<file path="src/rtl/timer_counter_pkg.sv">
// Shared definitions for the memory-mapped countdown timer: FSM states,
// register offsets, mode codes and the CTRL register layout.
package timer_counter_pkg;

  localparam int DATA_W = 32;
  localparam int CTRL_W = 4;

  typedef enum logic [1:0] {
    ST_IDLE = 2'd0,
    ST_LOAD = 2'd1,
    ST_CNT  = 2'd2,
    ST_INT  = 2'd3
  } tc_state_e;

  localparam logic [1:0] OFF_CTRL   = 2'd0;
  localparam logic [1:0] OFF_PRESET = 2'd1;
  localparam logic [1:0] OFF_COUNT  = 2'd2;
  localparam logic [1:0] OFF_RSVD   = 2'd3;

  localparam logic [1:0] MODE_ONESHOT = 2'b00;
  localparam logic [1:0] MODE_RELOAD  = 2'b01;

  // CTRL bit layout: [3] IM, [2:1] MODE, [0] EN.
  typedef struct packed {
    logic       im;
    logic [1:0] mode;
    logic       en;
  } tc_ctrl_t;

  // Only the exact auto-reload code reloads; every other MODE value is one-shot.
  function automatic logic is_reload(input tc_ctrl_t c);
    return (c.mode == MODE_RELOAD) && (c.mode != MODE_ONESHOT);
  endfunction

endpackage

</file>
<file path="src/rtl/timer_counter_if.sv">
// Peripheral-side register bus of one timer instance, as seen behind the bridge.
interface timer_counter_if;
  import timer_counter_pkg::*;

  logic [1:0]        addr;
  logic              we;
  logic [DATA_W-1:0] wdata;
  logic [DATA_W-1:0] rdata;
  logic              irq;

  modport master (output addr, we, wdata, input rdata, irq);
  modport slave  (input addr, we, wdata, output rdata, irq);

endinterface

</file>
<file path="src/rtl/timer_counter.sv">
// Countdown timer with one-shot / auto-reload modes, a maskable interrupt flag
// and a zero-latency combinational register read port.
module timer_counter
  import timer_counter_pkg::*;
#(
  parameter int CNT_W = 32
) (
  input  logic           clk,
  input  logic           reset,
  timer_counter_if.slave bus
);

  tc_state_e        state_q, state_d;
  tc_ctrl_t         ctrl_q, ctrl_d;
  logic [CNT_W-1:0] preset_q, preset_d;
  logic [CNT_W-1:0] count_q, count_d;
  logic             flag_q, flag_d;
  logic             flag_set;
  logic             wr_ctrl;
  logic             wr_preset;

  assign wr_ctrl   = bus.we && (bus.addr == OFF_CTRL);
  assign wr_preset = bus.we && (bus.addr == OFF_PRESET);

  always_comb begin
    // NOTE: every target is given its hold value first, so no path through
    // the case statement can leave one unassigned and infer a latch.
    state_d  = state_q;
    ctrl_d   = ctrl_q;
    preset_d = preset_q;
    count_d  = count_q;
    flag_d   = flag_q;
    flag_set = 1'b0;

    case (state_q)
      ST_IDLE: begin
        if (ctrl_q.en) state_d = ST_LOAD;
      end
      ST_LOAD: begin
        count_d = preset_q;
        state_d = ST_CNT;
      end
      ST_CNT: begin
        if (!ctrl_q.en) begin
          state_d = ST_IDLE;
        end else if (count_q > CNT_W'(1)) begin
          count_d = count_q - CNT_W'(1);
        end else begin
          count_d  = '0;
          flag_set = 1'b1;
          state_d  = ST_INT;
        end
      end
      ST_INT: begin
        if (is_reload(ctrl_q)) flag_d = 1'b0;
        else                   ctrl_d.en = 1'b0;
        state_d = ST_IDLE;
      end
      default: state_d = ST_IDLE;
    endcase

    // Software writes override the hardware EN clear; a flag set this cycle
    // overrides the software clear so an interrupt is never lost.
    if (wr_ctrl) begin
      ctrl_d = tc_ctrl_t'(bus.wdata[CTRL_W-1:0]);
      flag_d = 1'b0;
    end
    if (wr_preset) begin
      preset_d = bus.wdata[CNT_W-1:0];
      flag_d   = 1'b0;
    end
    if (flag_set) flag_d = 1'b1;
  end

  always_comb begin
    bus.rdata = '0;
    case (bus.addr)
      OFF_CTRL:   bus.rdata = DATA_W'(ctrl_q);
      OFF_PRESET: bus.rdata = DATA_W'(preset_q);
      OFF_COUNT:  bus.rdata = DATA_W'(count_q);
      OFF_RSVD:   bus.rdata = '0;
    endcase
  end

  assign bus.irq = flag_q & ctrl_q.im;

  // NOTE: sequential state uses non-blocking assignments only, so every
  // register samples its pre-edge inputs regardless of statement order.
  always_ff @(posedge clk or negedge reset) begin
    if (!reset) begin
      state_q  <= ST_IDLE;
      ctrl_q   <= '0;
      preset_q <= '0;
      count_q  <= '0;
      flag_q   <= 1'b0;
    end else begin
      state_q  <= state_d;
      ctrl_q   <= ctrl_d;
      preset_q <= preset_d;
      count_q  <= count_d;
      flag_q   <= flag_d;
    end
  end

endmodule

</file>
<file path="src/flat_wrapper.sv">
// flat-port wrapper written by rule: the top's interface ports become plain ports
module timer_counter_flat import timer_counter_pkg::*;
#(
  parameter int CNT_W = 32
)
  (clk, reset, bus_addr, bus_we, bus_wdata, bus_rdata, bus_irq);
  timer_counter_if bus_i ();
  input  logic clk;
  input  logic reset;
  input wire logic [$bits(bus_i.addr)-1:0] bus_addr;
  input wire logic [$bits(bus_i.we)-1:0] bus_we;
  input wire logic [$bits(bus_i.wdata)-1:0] bus_wdata;
  output wire logic [$bits(bus_i.rdata)-1:0] bus_rdata;
  output wire logic [$bits(bus_i.irq)-1:0] bus_irq;
  assign bus_i.addr = bus_addr;
  assign bus_i.we = bus_we;
  assign bus_i.wdata = bus_wdata;
  assign bus_rdata = bus_i.rdata;
  assign bus_irq = bus_i.irq;
  timer_counter #(.CNT_W(CNT_W)) u_core (.clk(clk), .reset(reset), .bus(bus_i));
endmodule
</file>
<file path="config.mk">
export PLATFORM = sky130hd
export DESIGN_NAME = timer_counter_flat
export DESIGN_NICKNAME = d
export VERILOG_FILES = /design/src/rtl/timer_counter_pkg.sv /design/src/rtl/timer_counter_if.sv /design/src/rtl/timer_counter.sv /design/src/flat_wrapper.sv
export SDC_FILE = /design/constraint.sdc
export NUM_CORES = 1
export LEC_CHECK = 0
export CAP_MARGIN = 20
export CORE_MARGIN = 2
export CORE_UTILIZATION = 55
export DETAILED_ROUTE_END_ITERATION = 12
export GPL_TIMING_DRIVEN = 1
export PLACE_DENSITY = 0.85
export SLEW_MARGIN = 10
export SYNTH_ARGS = -nofsm -noshare
export SYNTH_HDL_FRONTEND = slang
export SYNTH_SLANG_ARGS = --single-unit
</file>
<file path="constraint.sdc">
create_clock -name clk -period 5.1 [get_ports clk]
set_clock_uncertainty 0.1 [all_clocks]
set_input_delay 1.02 -clock clk [delete_from_list [all_inputs] [get_ports clk]]
set_output_delay 1.02 -clock clk [all_outputs]
set_load 0.02 [all_outputs]
</file>
* Word level (Yosys, flattened, before mapping)
Cells that the tools add are included.
** Word-level totals
- Bits in registers :: 71
- Word-level logic and storage cells :: 54
** Operators by class
- $add $sub $neg :: 1
- Magnitude comparators :: 1
- Equality and inequality tests :: 11
- Muxes and demuxes :: 19
- Bitwise gates (word level) :: 1
- Reduce and logical (&&, ||, !) cells :: 14
** Operators by type and width (number)
- $pmux 32 s4 :: 1
- $mux 32 :: 2
- $pmux 32 s2 :: 1
- $gt 32x1->1 const B :: 1
- $sub 32x1->32 const B :: 1
- $mux 1 :: 11
- $eq 2x2->1 const B :: 4
- $pmux 2 s4 :: 1
- $reduce_and 2->1 :: 4
- $reduce_bool 4->1 :: 2
- $eq 2x1->1 const B :: 3
- $mux 2 :: 3
- $ne 2x1->1 const B :: 3
- $reduce_bool 2->1 :: 3
- $logic_not 2->1 :: 2
- $logic_and 1x1->1 :: 3
- $ne 3x3->1 const B :: 1
- $and 1x1->1 :: 1

* Logic depth before layout (Yosys ltp)
Gate-level depths: netlist of run 1.
- Depth in word-level cells :: 7
- Depth in mapped cells :: 8
- Mapped depth without buffers :: 7

* Worst setup path before layout of run 1
Ideal clock, no wire load.
- Kind :: input to output
- From :: input port bus_addr[1]
- To :: output port bus_rdata[11]
- Arrival :: 2.297 ns
- Slack :: 1.683 ns
- Stages :: 5
- Path buffers :: 3
- Cells stage by stage :: clkbuf_1 > nor2b_1 > clkbuf_1 > buf_1 > a22o_1
** Between the ends
- Longest elaborated chain between the ends :: 2
- Elaborated cells between the ends (all ways) :: 5
** Ends and longest elaborated chain
- from (decl) :: line flat_wrapper.sv:10 : input wire logic [$bits(bus_i.addr)-1:0] bus_addr;
- $eq 2x2->1, or another cell as far along :: line timer_counter.sv:77 : case (bus.addr)
- $pmux 32 s4 * :: line timer_counter.sv:77
- to (decl) :: line flat_wrapper.sv:13 : output wire logic [$bits(bus_i.rdata)-1:0] bus_rdata;
Every way passes the cells marked *; elsewhere a longest branch is shown, timed or not.

* Worst setup path in the final report of run 1
- From :: input port bus_addr[1]
- To :: output port bus_rdata[16]
Same word-level chain as after synthesis.

==> impl_metrics.yaml, run 1 <==
timing:
  fin_crit_ns: 4.220
  fmax_mhz: 237.0
  slew_viol_final: 0
  fin_hold_ws_ns: 0.4290
  rsz0062_at_grt: "false"
  tns_ns: 0
  period_share: 0.8274
  report.final.setup_viol: 0
  worst_slew_pin_slew_ns: 1.029
  max_slew_margin: 0.3089
  hold_viol: 0
layout:
  nNetsFinal: 484
  antenna_cells: 0
  drive_above_1_share: 0.1689
  fin_util: 0.7009
  final_area_mm2: 0.005002
  instances_no_fill: 549
  syn2layout_area_growth_pct: 25.13
grt:
  grt_pass1_wl_um: 17580
  grt_max_degree: 47
  grt_pass1_vias: 3560
  grt_usage: 0.2888
  antenna_found_initial: 0
  overflow: 0
clock_tree:
  cts_tree: "built"
  cts_buffer_depth: 2
  cts_max_level: 3
  post_cts_resized: 0
  root_buffer: "clkbuf_8"
  cts_sinks: 71
  holdBufCountCts: 0
  clk_latency_ns: 0.36
  cts_buffers: 9
  postCtsSetupBuffers: 0
  cts.clk_slew.worst_paths_ns: 0.07
yosys:
  synth_top_area_share: 0.4444
  synthTopCellsByArea: "dfrtp_1, mux2_2, a22o_1"
  async_reset_ff_frac: 1.000
  syn_inst: 387
  synth_xor_area_frac: 0
  yosys-top-cells-count: "dfrtp_1, mux2_2, a22o_1, nand2_1, nand3_1"
  netlist-cell-type-count: 55
  synth_seq_cells: 71
  yosysTopAreaCell: "dfrtp_1"
  synth.most_common_cell: "dfrtp_1"
  muxShareOfSynthArea: 0.1083
  yosysWarnings: 0
  synthSimpleGateAreaFrac: 0.1881
  synth.yosys.seq_area_share: 0.4444
  synth_edf_count: 0
  ys.flop_type: "dfrtp_1"
  synth_fa_ha_area_frac: 0.006260
  synth_top_family_by_area: "compound AO/OA/AOI/OAI gates"
  syn_nets: 426
  synth_area_per_cell_um2: 10.33
  syn-cell-area_mm2: 0.003998
  synth_compound_area_frac: 0.2182
floorplanning:
  ios: 70
  start_util: 0.5601
  dieWidth_um: 89.26
  die_h_um: 89.26
  core_area_mm2: 0.007137
  die-area_mm2: 0.007966
  fp-row-count: 31
critical_path:
  cp.required_ns: 3.98
  worstSetupEndpointType: "primary output"
  crit_type: "input port to primary output"
  start_kind: "input port"
  critPathMaxFanout: 28
  cp.arrival_ns: 3.10
placed_design:
  dp_hpwl_um: 7129
  portBuffers: 69
  placedInstanceArea_mm2: 0.004747
  placed_cells: 533
  gp_congestion: 0.9012
flow_run:
  maxCapViolations: 0
power_and_ir_drop:
  power_density_mw_per_mm2: 516.6
  ir_worst_vdd_v: 0.0002568
  p_leak_nw: 1.938
routing:
  firstDrtPassIters: 5
  num_vias: 3655
  routedWlPerCell_um: 19.65
  postRouteAntennaNets: 0
  viasPerCell: 6.658
  drt_iter0_markers: 318
  route.final.wire_length_um: 10790
  drc: 0
min_path:
  hold_path_class: "flop to flop"
status:
  status: "finished clean"
-- worst max-delay path, cell delays in order --
cell             delay [ns]
clkdlybuf4s50_1        0.67
nor2b_2                0.21
buf_4                  0.34
a22o_1                 0.23
clkdlybuf4s50_1        0.62
-- metal layers --
metal | part of all wire | vias up | GRT usage
li1 | - | 1633 | -
met1 | 0.43 | 1806 | 0.3944
met2 | 0.48 | 197 | 0.4384
met3 | 0.075 | 19 | 0.05633
met4 | 0.020 | 0 | 0.1506
met5 | 0 | - | 0
-- power by group --
group	switching (mW)	internal [mW]	leakage, nW	total, mW
clock	0.218	0.352	0.130	0.570
sequential	0.295	0.753	0.853	1.05
combinational	0.507	0.460	0.955	0.966
-- kinds of logic after synthesis --
| group | count (synthesis) |
|---|---|
| buf+inv | 34 |
| simple gates | 128 |
| mux | 39 |
| fa+ha+maj | 2 |
| flops | 71 |
| compound gates | 113 |
-- final timing paths --
check | start | endpoint | slack, ns | cells after the start
worst min-delay path | u_core.preset_q[8] | u_core.count_q[8] | 0.43 | 2
worst min register to register | u_core.preset_q[8] | u_core.count_q[8] | 0.43 | 2
min in group asynchronous | reset | u_core.preset_q[6] | 0.57 | 1
worst max register to register | u_core.count_q[9] | u_core.count_q[4] | 2.19 | 5
max in group asynchronous | reset | u_core.count_q[20] | 3.31 | 2
worst max-delay path | bus_addr[1] | bus_rdata[16] | 0.88 | 5
-- final cells by class --
class / count / area [um^2]
fillers: 558 / 2135
clock buffers: 11 / 151.4
inverters: 5 / 18.77
well taps: 99 / 123.9
repair buffers: 76 / 738.2
clock inverters: 5 / 103.9
multi-input cells: 282 / 2090
flip-flops and latches: 71 / 1777
-- sequential cells by signal (all words and copies together), names as in the netlist --
name / flops
u_core.state_q: 2
u_core.preset_q: 32
u_core.ctrl_q: 4
u_core.flag_q: 1
u_core.count_q: 32
-- metrics by stage --
| stage | setup slack (ns) | total power [mW] |
|---|---|---|
| after floorplan | 1.683 | 1.660 |
| after global placement | 0.9783 | 1.945 |
| after detailed placement | 0.8880 | 1.996 |
| after CTS | 0.8846 | 2.569 |
| after global routing | 0.8200 | 2.742 |
| final | 0.8801 | 2.584 |
-- cells in the final DEF, fill, tap and decap left out, types with 5 or more instances in the layout --
master           instances
mux2i_1                  5
clkdlybuf4s50_1         68
mux2_2                  34
buf_4                    7
or3_1                    8
clkbuf_8                11
nor2_1                  14
nand2_1                 26
dfrtp_1                 71
or4_1                   12
a22o_1                  30
a22oi_1                 16
o21ai_0                 18
nand4_1                  7
nor3_1                   8
inv_1                    5
o211ai_1                 8
nand3_1                 23
o311ai_0                 7
Power figures use the tool's default switching activity.
==> inputs of run 2 (changes only) <==
Settings changed: CORE_UTILIZATION 55 to 53, PLACE_DENSITY 0.85 to 0.82.
Clock period 5.1 ns to 3.97 ns, I/O delays scaled along.
==> impl_metrics.yaml, run 2 (synthesis results as in run 1) <==
critical_path:
  r2r_end: "u_core.count_q[19]"
  crit_type: "input port to primary output"
  rr_startpoint: "u_core.count_q[27]"
  worstSetupEndpointType: "primary output"
  worst-r2r-cell-count: 5
  ff2ff_setup_slack_ns: 1.25
  cp.required_ns: 3.08
  cp.arrival_ns: 2.60
  start_kind: "input port"
  critPathMaxFanout: 18
min_path:
  hold_end: "u_core.count_q[8]"
  whs_path_depth: 2
  hold_path_class: "flop to flop"
  hp-start: "u_core.preset_q[8]"
timing:
  worst_slew_pin_slew_ns: 0.9248
  fin_hold_ws_ns: 0.4117
  fin_crit_ns: 3.494
  rsz0062_at_grt: "false"
  report.final.setup_viol: 0
  tns_ns: 0
  hold_viol: 0
  fmax_mhz: 286.2
  fin_ws_ns: 0.4765
  max_slew_margin: 0.3835
  period_share: 0.8800
  slew_viol_final: 0
power_and_ir_drop:
  pwr-share-comb: 0.381
  power_density_mw_per_mm2: 648.7
  internal_power_mw: 1.948
  ir_worst_vdd_v: 0.0003287
  p_leak_nw: 1.937
  seq_power_share: 0.415
  switching_share: 0.3988
  p_switching_mw: 1.292
  p_clk_frac: 0.204
layout:
  fillers: 573
  top_regs: "u_core.count_q x32, u_core.preset_q x32, u_core.ctrl_q x4"
  antenna_cells: 0
  nNetsFinal: 487
  syn2layout_area_growth_pct: 24.91
  final_common_cell: "dfrtp_1"
  final_cell_mix: "dfrtp_1, clkdlybuf4s50_1, mux2_2, a22o_1, nand2_1"
  drive_above_1_share: 0.1700
routing:
  num_vias: 3597
  drt_iter0_markers: 415
  postRouteAntennaNets: 0
  firstDrtPassIters: 5
  route.final.wire_length_um: 10730
  routedWlPerCell_um: 19.44
  viasPerCell: 6.516
  drc: 0
placed_design:
  dp_hpwl_um: 7219
  pre_cts_ws_ns: 0.4725
  gp_congestion: 0.9304
  portBuffers: 69
floorplanning:
  dieWidth_um: 90.85
  fp-row-count: 31
  core_area_mm2: 0.007292
  die_h_um: 90.85
  start_util: 0.5482
  die-area_mm2: 0.008254
  ios: 70
clock_tree:
  cts.clk_slew.worst_paths_ns: 0.08
  cts_max_level: 3
  cts_tree: "built"
  cts_buffer_depth: 2
  holdBufCountCts: 0
  cts_sinks: 71
  clk_latency_ns: 0.35
  postCtsSetupBuffers: 0
  cts_buffers: 9
  post_cts_resized: 0
  root_buffer: "clkbuf_8"
grt:
  overflow: 0
  grt_max_degree: 72
  grt_pass1_vias: 3437
  antenna_found_initial: 0
  grt_pass1_wl_um: 17940
  grt_usage: 0.2702
flow_run:
  maxCapViolations: 0
status:
  status: "finished clean"
run 2: critical path, stage by stage:
cell	delay (ns)
clkdlybuf4s50_1	0.56
nor2b_2	0.20
buf_4	0.24
a22o_1	0.17
clkdlybuf4s50_1	0.61
run 2: power by group through the flow:
| stage | sequential, mW | combinational [mW] | clock [mW] |
|---|---|---|---|
| 6_report | 1.34 | 1.23 | 0.662 |
| 3_5_place_dp | 1.34 | 1.22 | 0 |
| 4_1_cts | 1.33 | 1.23 | 0.670 |
| 3_3_place_gp | 1.32 | 1.19 | 0 |
| 5_1_grt | 1.39 | 1.35 | 0.703 |
| 2_1_floorplan | 1.20 | 0.931 | 0 |
run 2: per-layer routing:
layer  part of all wire  global-route usage  wire, um
met1               0.45              0.3923      4828
met2               0.46              0.4092      4981
met3              0.069             0.04341       745
met4              0.016              0.1023       177
met5                  0                   0         0
run 2: metrics by stage:
step / area [um^2] / total power [mW] / instances / util
finish: 4994 / 3.239 / 552 / 0.6848
global placement: 4770 / 2.516 / 536 / 0.6541
global route: 4994 / 3.438 / 552 / 0.6848
detailed placement: 4770 / 2.563 / 536 / 0.6541
floorplan: 3998 / 2.133 / 387 / -
CTS: 4994 / 3.229 / 552 / 0.6848
run 2: worst max-delay path by stage:
stage | start | end | slack [ns]
6_report | bus_addr[0] | bus_rdata[18] | 0.48
5_1_grt | bus_addr[0] | bus_rdata[18] | 0.36
4_1_cts | bus_addr[0] | bus_rdata[2] | 0.46
3_5_place_dp | bus_addr[0] | bus_rdata[2] | 0.47
3_3_place_gp | bus_addr[0] | bus_rdata[3] | 0.52
2_1_floorplan | bus_addr[1] | bus_rdata[11] | 1.01
run 2: final cells by class:
class / count / area, um^2 / area share
Clock inverter: 3 / 65.06 / 0.01303
Multi-Input combinational cell: 282 / 2090 / 0.4184
Clock buffer: 13 / 158.9 / 0.03182
Inverter: 5 / 18.77 / 0.003758
Timing Repair Buffer: 79 / 760.7 / 0.1523
Sequential cell: 71 / 1777 / 0.3558
Tap cell: 99 / 123.9 / 0.02481
